### src/rtl/go_pkg.sv
// Shared Go definitions: cell encodings, board type, controller state encoding.
// Cell lookup helpers are used by game_controller for legality and suicide tests.
package go_pkg;

    localparam int BOARD_N = 9;

    typedef logic [1:0] cell_t;

    localparam cell_t EMPTY = 2'b00;
    localparam cell_t BLACK = 2'b01;
    localparam cell_t WHITE = 2'b10;

    typedef cell_t [BOARD_N-1:0][BOARD_N-1:0] board_t;

    typedef enum logic [6:0] {
        S_IDLE   = 7'b0000001,
        S_ISSUE  = 7'b0000010,
        S_WAIT   = 7'b0000100,
        S_CHECK  = 7'b0001000,
        S_COMMIT = 7'b0010000,
        S_REJECT = 7'b0100000,
        S_OVER   = 7'b1000000
    } gc_state_e;

    // Mux-based lookup so out-of-range coordinates read as EMPTY instead of X.
    function automatic cell_t get_cell(board_t b, logic [3:0] row, logic [3:0] col);
        cell_t v;
        v = EMPTY;
        for (int r = 0; r < BOARD_N; r++) begin
            for (int c = 0; c < BOARD_N; c++) begin
                if (row == 4'(r) && col == 4'(c)) v = b[r][c];
            end
        end
        return v;
    endfunction

    function automatic cell_t own_colour(logic turn);
        return turn ? WHITE : BLACK;
    endfunction

endpackage

### src/rtl/game_controller_if.sv
// Player and board-update-stage signals of the Go game controller.
interface game_controller_if;
    import go_pkg::*;

    logic       place_in;
    logic       pass_in;
    logic [7:0] cursor_in;
    board_t     upd_board;
    logic       upd_ready;

    board_t     board_bus;
    logic       turn;
    logic [7:0] move_out;
    logic       start_flag;
    logic       move_reject;
    logic       game_over;

    modport master (
        output place_in, pass_in, cursor_in, upd_board, upd_ready,
        input  board_bus, turn, move_out, start_flag, move_reject, game_over
    );

    modport slave (
        input  place_in, pass_in, cursor_in, upd_board, upd_ready,
        output board_bus, turn, move_out, start_flag, move_reject, game_over
    );

endinterface

### src/rtl/board_compare.sv
// Combinational whole-board equality, one comparator per cell.
module board_compare
    import go_pkg::*;
(
    input  board_t a,
    input  board_t b,
    output logic   eq
);

    logic [BOARD_N*BOARD_N-1:0] cell_eq;

    for (genvar r = 0; r < BOARD_N; r++) begin : g_row
        for (genvar c = 0; c < BOARD_N; c++) begin : g_col
            assign cell_eq[r*BOARD_N+c] = (a[r][c] == b[r][c]);
        end
    end

    assign eq = &cell_eq;

endmodule

### src/rtl/game_controller.sv
// Go move sequencer: validates placements, hands them to the update stage, commits results.
// Define KO_CHECK_EN to keep the previous board and refuse ko recaptures.
module game_controller
    import go_pkg::*;
#(
    parameter int PASS_LIMIT = 2,
    parameter int BOARD_N    = go_pkg::BOARD_N
)(
    input  logic              clk_in,
    input  logic              rst_in,
    game_controller_if.slave  gc
);

    localparam int              CNT_W = $clog2(PASS_LIMIT + 1);
    localparam logic [CNT_W-1:0] LIM  = CNT_W'(PASS_LIMIT);
    localparam logic [4:0]       N_LIM = 5'(BOARD_N);

    gc_state_e        state, state_nxt;
    board_t           board_q, cand_q;
    logic             turn_q;
    logic [7:0]       move_q;
    logic [CNT_W-1:0] pass_cnt;

    logic in_range, place_ok, place_bad, pass_go, pass_last, own_ok, ko_hit;

    always_comb begin
        in_range  = ({1'b0, gc.cursor_in[7:4]} < N_LIM) && ({1'b0, gc.cursor_in[3:0]} < N_LIM);
        place_ok  = gc.place_in && in_range &&
                    (get_cell(board_q, gc.cursor_in[7:4], gc.cursor_in[3:0]) == EMPTY);
        place_bad = gc.place_in && !place_ok;
        // A simultaneous place takes priority over the pass.
        pass_go   = gc.pass_in && !gc.place_in;
        pass_last = (pass_cnt >= LIM - CNT_W'(1));
        own_ok    = (get_cell(cand_q, move_q[7:4], move_q[3:0]) == own_colour(turn_q));
    end

`ifdef KO_CHECK_EN
    board_t prev_q;

    board_compare u_ko (
        .a  (cand_q),
        .b  (prev_q),
        .eq (ko_hit)
    );
`else
    assign ko_hit = 1'b0;
`endif

    always_ff @(posedge clk_in) begin
        if (rst_in) state <= S_IDLE;
        else        state <= state_nxt;
    end

    always_comb begin
        state_nxt = state;
        case (state)
            S_IDLE: begin
                if (place_ok)                  state_nxt = S_ISSUE;
                else if (place_bad)            state_nxt = S_REJECT;
                else if (pass_go && pass_last) state_nxt = S_OVER;
            end
            S_ISSUE:  state_nxt = S_WAIT;
            S_WAIT:   if (gc.upd_ready) state_nxt = S_CHECK;
            S_CHECK:  state_nxt = (!own_ok || ko_hit) ? S_REJECT : S_COMMIT;
            S_COMMIT: state_nxt = S_IDLE;
            S_REJECT: state_nxt = S_IDLE;
            S_OVER:   state_nxt = S_OVER;
            default:  state_nxt = S_IDLE;
        endcase
    end

    always_comb begin
        gc.start_flag  = 1'b0;
        gc.move_reject = 1'b0;
        gc.game_over   = 1'b0;
        case (state)
            S_ISSUE:  gc.start_flag  = 1'b1;
            S_REJECT: gc.move_reject = 1'b1;
            S_OVER:   gc.game_over   = 1'b1;
            default:  ;
        endcase
    end

    always_ff @(posedge clk_in) begin
        if (rst_in) begin
            board_q  <= '0;
            cand_q   <= '0;
            turn_q   <= 1'b0;
            move_q   <= '0;
            pass_cnt <= '0;
`ifdef KO_CHECK_EN
            prev_q   <= '0;
`endif
        end else begin
            case (state)
                S_IDLE: begin
                    if (place_ok) begin
                        move_q <= gc.cursor_in;
                    end else if (pass_go) begin
                        turn_q <= ~turn_q;
                        if (pass_cnt != LIM) pass_cnt <= pass_cnt + CNT_W'(1);
                    end
                end
                S_WAIT: if (gc.upd_ready) cand_q <= gc.upd_board;
                S_COMMIT: begin
`ifdef KO_CHECK_EN
                    prev_q   <= board_q;
`endif
                    board_q  <= cand_q;
                    turn_q   <= ~turn_q;
                    pass_cnt <= '0;
                end
                default: ;
            endcase
        end
    end

    assign gc.board_bus = board_q;
    assign gc.turn      = turn_q;
    assign gc.move_out  = move_q;

endmodule

### src/flat_wrapper.sv
// flat-port wrapper written by rule: the top's interface ports become plain ports
module game_controller_flat import go_pkg::*;
#(
    parameter int PASS_LIMIT = 2,
    parameter int BOARD_N    = go_pkg::BOARD_N
)
  (clk_in, rst_in, gc_place_in, gc_pass_in, gc_cursor_in, gc_upd_board, gc_upd_ready, gc_board_bus, gc_turn, gc_move_out, gc_start_flag, gc_move_reject, gc_game_over);
  game_controller_if gc_i ();
  input  logic clk_in;
  input  logic rst_in;
  input wire logic [$bits(gc_i.place_in)-1:0] gc_place_in;
  input wire logic [$bits(gc_i.pass_in)-1:0] gc_pass_in;
  input wire logic [$bits(gc_i.cursor_in)-1:0] gc_cursor_in;
  input wire logic [$bits(gc_i.upd_board)-1:0] gc_upd_board;
  input wire logic [$bits(gc_i.upd_ready)-1:0] gc_upd_ready;
  output wire logic [$bits(gc_i.board_bus)-1:0] gc_board_bus;
  output wire logic [$bits(gc_i.turn)-1:0] gc_turn;
  output wire logic [$bits(gc_i.move_out)-1:0] gc_move_out;
  output wire logic [$bits(gc_i.start_flag)-1:0] gc_start_flag;
  output wire logic [$bits(gc_i.move_reject)-1:0] gc_move_reject;
  output wire logic [$bits(gc_i.game_over)-1:0] gc_game_over;
  assign gc_i.place_in = gc_place_in;
  assign gc_i.pass_in = gc_pass_in;
  assign gc_i.cursor_in = gc_cursor_in;
  assign gc_i.upd_board = gc_upd_board;
  assign gc_i.upd_ready = gc_upd_ready;
  assign gc_board_bus = gc_i.board_bus;
  assign gc_turn = gc_i.turn;
  assign gc_move_out = gc_i.move_out;
  assign gc_start_flag = gc_i.start_flag;
  assign gc_move_reject = gc_i.move_reject;
  assign gc_game_over = gc_i.game_over;
  game_controller #(.PASS_LIMIT(PASS_LIMIT), .BOARD_N(BOARD_N)) u_core (.clk_in(clk_in), .rst_in(rst_in), .gc(gc_i));
endmodule
### config.mk
export PLATFORM = sky130hd
export DESIGN_NAME = game_controller_flat
export DESIGN_NICKNAME = d
export VERILOG_FILES = /design/src/rtl/go_pkg.sv /design/src/rtl/game_controller_if.sv /design/src/rtl/board_compare.sv /design/src/rtl/game_controller.sv /design/src/flat_wrapper.sv
export SDC_FILE = /design/constraint.sdc
export NUM_CORES = 1
export LEC_CHECK = 0
export BUFFER_PORTS_ARGS = -buffer_cell sky130_fd_sc_hd__buf_2
export CAP_MARGIN = 20
export CORE_ASPECT_RATIO = 1.2
export CORE_MARGIN = 10
export CORE_UTILIZATION = 36
export CTS_BUF_LIST = sky130_fd_sc_hd__clkbuf_16
export DETAILED_ROUTE_END_ITERATION = 6
export GPL_ROUTABILITY_DRIVEN = 0
export PLACE_DENSITY = 0.64
export SYNTH_ARGS = -nofsm -noshare
export SYNTH_HDL_FRONTEND = slang
export SYNTH_SLANG_ARGS = --single-unit
### constraint.sdc
create_clock -name clk_in -period 3.4 [get_ports clk_in]
set_clock_uncertainty 0.1 [all_clocks]
set_input_delay 0.34 -clock clk_in [delete_from_list [all_inputs] [get_ports clk_in]]
set_output_delay 0.34 -clock clk_in [all_outputs]
set_load 0.01 [all_outputs]
**Word level (Yosys, flattened, before mapping)**

Index checks and enable logic that the tools add are counted.

- Add/subtract/negate cells: 1
- Multipliers: 0
- Divide/modulo/power cells: 0
- Order comparisons: 3
- Equal/unequal tests: 46
- Shifts and indexed selects: 0
- Muxes and demuxes: 179
- Bitwise logic cells: 1
- Reduce and logical (&&, ||, !) cells: 181

Operators by type and width:

| operator | count |
|---|---|
| $mux W2 | 166 |
| $logic_and A1 B1 Y1 | 168 |
| $eq A4 B3 Y1 const B | 16 |
| $pmux W7 S5 | 1 |
| $eq A4 B2 Y1 const B | 8 |
| $mux W7 | 4 |
| $eq A4 B1 Y1 const B | 4 |
| $eq A4 B4 Y1 const B | 4 |
| $logic_not A4 Y1 | 4 |
| $lt A4 B4 Y1 const B | 2 |
| $eq A7 B1 Y1 const B | 1 |
| $eq A7 B2 Y1 const B | 1 |
| $eq A7 B3 Y1 const B | 1 |
| $eq A7 B4 Y1 const B | 1 |
| $eq A7 B5 Y1 const B | 1 |
| $eq A7 B6 Y1 const B | 1 |
| $eq A7 B7 Y1 const B | 1 |
| $mux W6 | 1 |
| $ne A2 B2 Y1 const B | 3 |
| $reduce_and A2 Y1 | 3 |
| $mux W1 | 5 |
| $ne A2 B1 Y1 const B | 2 |
| $ne A4 B1 Y1 const B | 1 |
| $pmux W2 S2 | 1 |
| other kinds (10) | 11 |

- Flip-flop bits (word level): 342
- Bits in latches: 0
- RAM bits: 0
- ROM bits: 0
- Input bits: 175
- Output and inout port bits: 174
- Word-level logic and storage cells: 577
- Memories kept: 0

**Longest topological paths before layout**

- Depth after elaboration: 90
- Mapped depth: 14
- Gate-level depth less buffers: 9

**Worst setup path before layout**

Ideal clock, no wire load.

- Kind: register to register
- Start point: reg u_core.move_q[1], in the netlist u_core.gc.move_out[1]
- End point: reg u_core.state[4]
- Library setup time: 115 ps
- Arrival: 2,596 ps
- Data required time: 3,185 ps
- Path slack: 589 ps
- Cell stages (with the launch flop): 12
- Path buffers: 3
- Clock period less this slack: 2,811 ps
- Cells stage by stage: dfxtp_1 > buf_2 > buf_6 > buf_2 > mux2_2 > a2111oi_0 > o21ai_0 > nor3_1 > a211oi_1 > or3_1 > and3_1 > o21a_1

- Longest elaborated chain between the ends: 86
- Elaborated cells on any way between the ends: 174
- Those cells by class: eq/ne: 9; mux: 83; reduce/logical: 82

RTL lines:

| what | RTL line | RTL |
|---|---|---|
| from (decl) | game_controller.sv:21 | `logic [7:0] move_q;` |
| from (signal assigned) | game_controller.sv:98 | `move_q <= gc.cursor_in;` |
| $logic_not A4 Y1 | go_pkg.sv:31 | `if (row == 4'(r) && col == 4'(c)) v = b[r][c];` |
| $logic_and A1 B1 Y1 | go_pkg.sv:31 |  |
| $mux W2 (80 in series) | go_pkg.sv:31 |  |
| $mux W2 * | go_pkg.sv:31 |  |
| $eq A2 B2 Y1 * | game_controller.sv:34 | `own_ok = (get_cell(cand_q, move_q[7:4], move_q[3:0]) == own_colour(turn_q));` |
| $mux W6 * | game_controller.sv:64 | `S_CHECK: state_nxt = (!own_ok \|\| ko_hit) ? S_REJECT : S_COMMIT;` |
| $pmux W7 S5 * | game_controller.sv:56 | `case (state)` |
| to (signal assigned) | game_controller.sv:51 | `else state <= state_nxt;` |
| to (decl) | game_controller.sv:18 | `gc_state_e state, state_nxt;` |

Every way passes the cells marked *; elsewhere a longest branch is shown, timed or not.
A chain may end at the register's enable or synchronous reset.

**Final worst setup path**

- Start point: reg u_core.move_q[0], in the netlist u_core.gc.move_out[0]
- End point: reg u_core.state[4]

The elaborated chain is that of the path after synthesis.

==> results.cfg <==
[layout]
most-common-layout-cells = nand2_1 (720), a21oi_1 (372), buf_2 (348)
post-route-cell-area_um2 = 22170
drive_gt1_frac = 0.2122
syn_to_final_growth_pct = 33.03
final_common_cell = nand2_1
nets = 2870

[critical_path]
critical_path_required_ns = 3.75
cp-end-kind = flip-flop
slowest_delay_ns = 0.66
crit_fanout = 20
r2r_start = u_core.gc.move_out[0]$_SDFFE_PP0N_
startpoint_type = flip-flop
rr_endpoint = u_core.state[4]$_SDFFE_PP0P_
cp.arrival_ns = 3.66
rr_worst_depth = 11
cp_top_family = compound AO/OA/AOI/OAI gates
critPathSlowestCell = nor4bb_1
worstSetupPathType = flip-flop to flip-flop
r2r_setup_slack_ns = 0.09
crit_chain = buf_4, nor4bb_1, buf_4, a22oi_1, nand3_1, a221oi_1, o221ai_1, a21oi_1, o21a_1, and3_1, o21a_1
cp.buffers_inverters = 2

[synth]
postSynthCellCount = 2227
synth_area_leaders = dfxtp_1 (41%), nand2_1 (16%), a21oi_1 (11%)
synth_xor_area_frac = 0.001577
synth_compound_area_frac = 0.2402
syn_area_um2 = 16660
synth-main-ff-cell = dfxtp_1
synth_top_area_share = 0.4109
synth-simple-area-share = 0.2600
synth_top_cell_by_area = dfxtp_1
synth-seq-cells = 342
yosysSeqAreaShare = 0.4109
synth_nets = 2404
syn_area_per_cell_um2 = 7.482
ys.warnings.count = 0
yosys.area_share.adder = 0.001502
synth-edff-count = 0
async_flop_share = 0
synth_top_family_by_area = simple AND/OR/NAND/NOR gates
synth_cell_types = 92
muxShareOfSynthArea = 0.03094

[timing]
tightest_slew_ns = 0.9541
hold_viol = 0
max_freq_mhz = 302.1
grt_setup_unrepaired = no
relSlewSlack = 0.3640
setup_violations = 0
report.final.slew_viol_count = 0
post-route-period-util = 0.9736
min_period_ns = 3.310

[grt]
grt_pass1_vias = 18630
grt_remaining_overflow = 0
antenna_found_initial = 4
grt_usage = 0.2723
grt_max_degree = 123
grt_pass1_wl_um = 117000

[cts]
numCtsBuffers = 37
htreeDepth = 2
root_buffer = clkbuf_16
clk_pin_slew_worst_paths_ns = 0.07
cts_tree = yes
post-cts-setup-buffers = 0
clock_latency_ns = 0.55
cts_buffer_depth = 3
clock_sinks = 342

[outcome]
status = complete, no violations

[drt]
drc = 0
drt_wl_total_um = 80190
vias_per_cell = 5.802
wl_per_cell_um = 24.02
dr_total_vias = 19370
drt_iter0_markers = 2832
dr.pass1.iters = 7
antenna_left = 0

[power]
leakage_nw = 8.374
peakVddDrop_mv = 0.3663
power_density_nw_per_um2 = 430.4
power_mw = 9.540

[place]
hpwl_um = 59840
port_buffers = 348
dpl_cell_area_um2 = 19310

[floorplanning]
die_y_um = 255.7
pin_count = 349
placeableCoreArea_um2 = 45840
dieArea_um2 = 55320
start_util = 0.3635
die_x_um = 216.4
num_rows = 86

[run]
max_cap_violations = 0

[min_path]
min-delay-start = gc_upd_board[32]
whs_path_depth = 3
hold_class = input port to flip-flop
hold_end = u_core.cand_q[32]$_SDFFE_PP0P_
metal layers:
metal	track usage	part of all wire	vias to the layer above
li1	-	-	8705
met5	0	0.00012	-
met3	0.07482	0.11	350
met4	0.1602	0.067	2
met1	0.3239	0.37	9057
met2	0.4313	0.45	1258
per-stage QoR:
step / worst slack (ns) / utilization / hold slack, ns / std cells / setup TNS (ns)
after floorplan: 0.5890 / - / 0.3405 / 2227 / 0
after global placement: -0.05831 / 0.4213 / 0.3524 / 3109 / -0.05831
after detailed placement: -0.05825 / 0.4214 / 0.3615 / 3110 / -0.05825
after CTS: 0.2260 / 0.4834 / 0.01218 / 3335 / 0
after global routing: 0.01525 / 0.4835 / 0.02104 / 3337 / 0
final: 0.08962 / 0.4836 / 0.01723 / 3339 / 0
synthesized netlist by cell type (7+ instances only):
library cell,number
a21oi_1,372
nor4_1,7
nor4b_1,9
clkbuf_1,126
a32oi_1,15
a22oi_1,22
mux2i_1,29
nand2_1,721
mux2_2,17
a31oi_1,10
a221oi_1,10
or3_1,7
a211oi_1,7
a2bb2oi_1,14
nor3b_1,9
buf_2,43
o311ai_2,8
dfxtp_1,342
buf_6,7
nor3_1,27
nand3b_1,12
o221ai_1,11
or4b_1,9
nand3_1,24
o21ai_0,69
o31ai_1,10
nor2b_1,10
o211ai_1,15
inv_1,20
nand2b_1,16
nor2_1,56
and3_1,9
buf_4,9
o22ai_1,21
worst max-delay path by stage:
stage                                                   from                           end  slack (ns)  cells after the start
after floorplan           u_core.gc.move_out[1]$_SDFFE_PP0N_  u_core.state[4]$_SDFFE_PP0P_        0.59                     11
after global placement    u_core.gc.move_out[0]$_SDFFE_PP0N_  u_core.state[4]$_SDFFE_PP0P_       -0.06                     10
after detailed placement  u_core.gc.move_out[0]$_SDFFE_PP0N_  u_core.state[4]$_SDFFE_PP0P_       -0.06                     10
after CTS                 u_core.gc.move_out[1]$_SDFFE_PP0N_  u_core.state[4]$_SDFFE_PP0P_        0.23                     10
after global routing      u_core.gc.move_out[0]$_SDFFE_PP0N_  u_core.state[4]$_SDFFE_PP0P_        0.02                     10
final                     u_core.gc.move_out[0]$_SDFFE_PP0N_  u_core.state[4]$_SDFFE_PP0P_        0.09                     11
cells by family (layout without fill, tap and decap cells):
kind of cell	count (synthesis)	count (layout)
simple gates	969	969
mux	48	48
compound gates	657	657
flops	342	342
other cells	0	4
xor+xnor	3	3
fa+ha+maj	2	2
buf+inv	206	698
worst reg2reg max path, delay by kind of cell, from the launching register on:
family	cells	cell delay [ns]
DFF	1	0.60
and+or+nand+nor	3	0.91
AOI/OAI and AO/OA	6	1.05
buffers and inverters	2	0.55
flip-flops by register name (all words and copies together), names as in the netlist:
register / count
u_core.gc.move_out: 8
u_core.gc.board_bus: 162
u_core.pass_cnt: 2
u_core.gc.turn: 1
u_core.state: 7
u_core.cand_q: 162
final cells by class:
type                    count  area [um2]
repair buffers            612        4282
diodes                      4       10.01
flip-flops and latches    342        6850
multi-input cells        1679        8944
fillers                  4546       23670
well taps                 616       770.7
clock buffers              39       975.9
clock inverters            26       255.2
inverters                  21       78.83
repair_timing:
item	in CTS	in global routing
hold buffers	160	0
resized for setup	1	0
endpoints found under the setup margin	1	0
hold endpoints to repair	169	0
power by group:
part           leakage [nW]  internal (mW)  switching [mW]  total [mW]
clock                 0.594           2.40            1.74        4.15
sequential             2.76           4.03          0.0477        4.08
combinational          5.02          0.559           0.758        1.32
No activity file was read; power rests on OpenSTA's default activity.
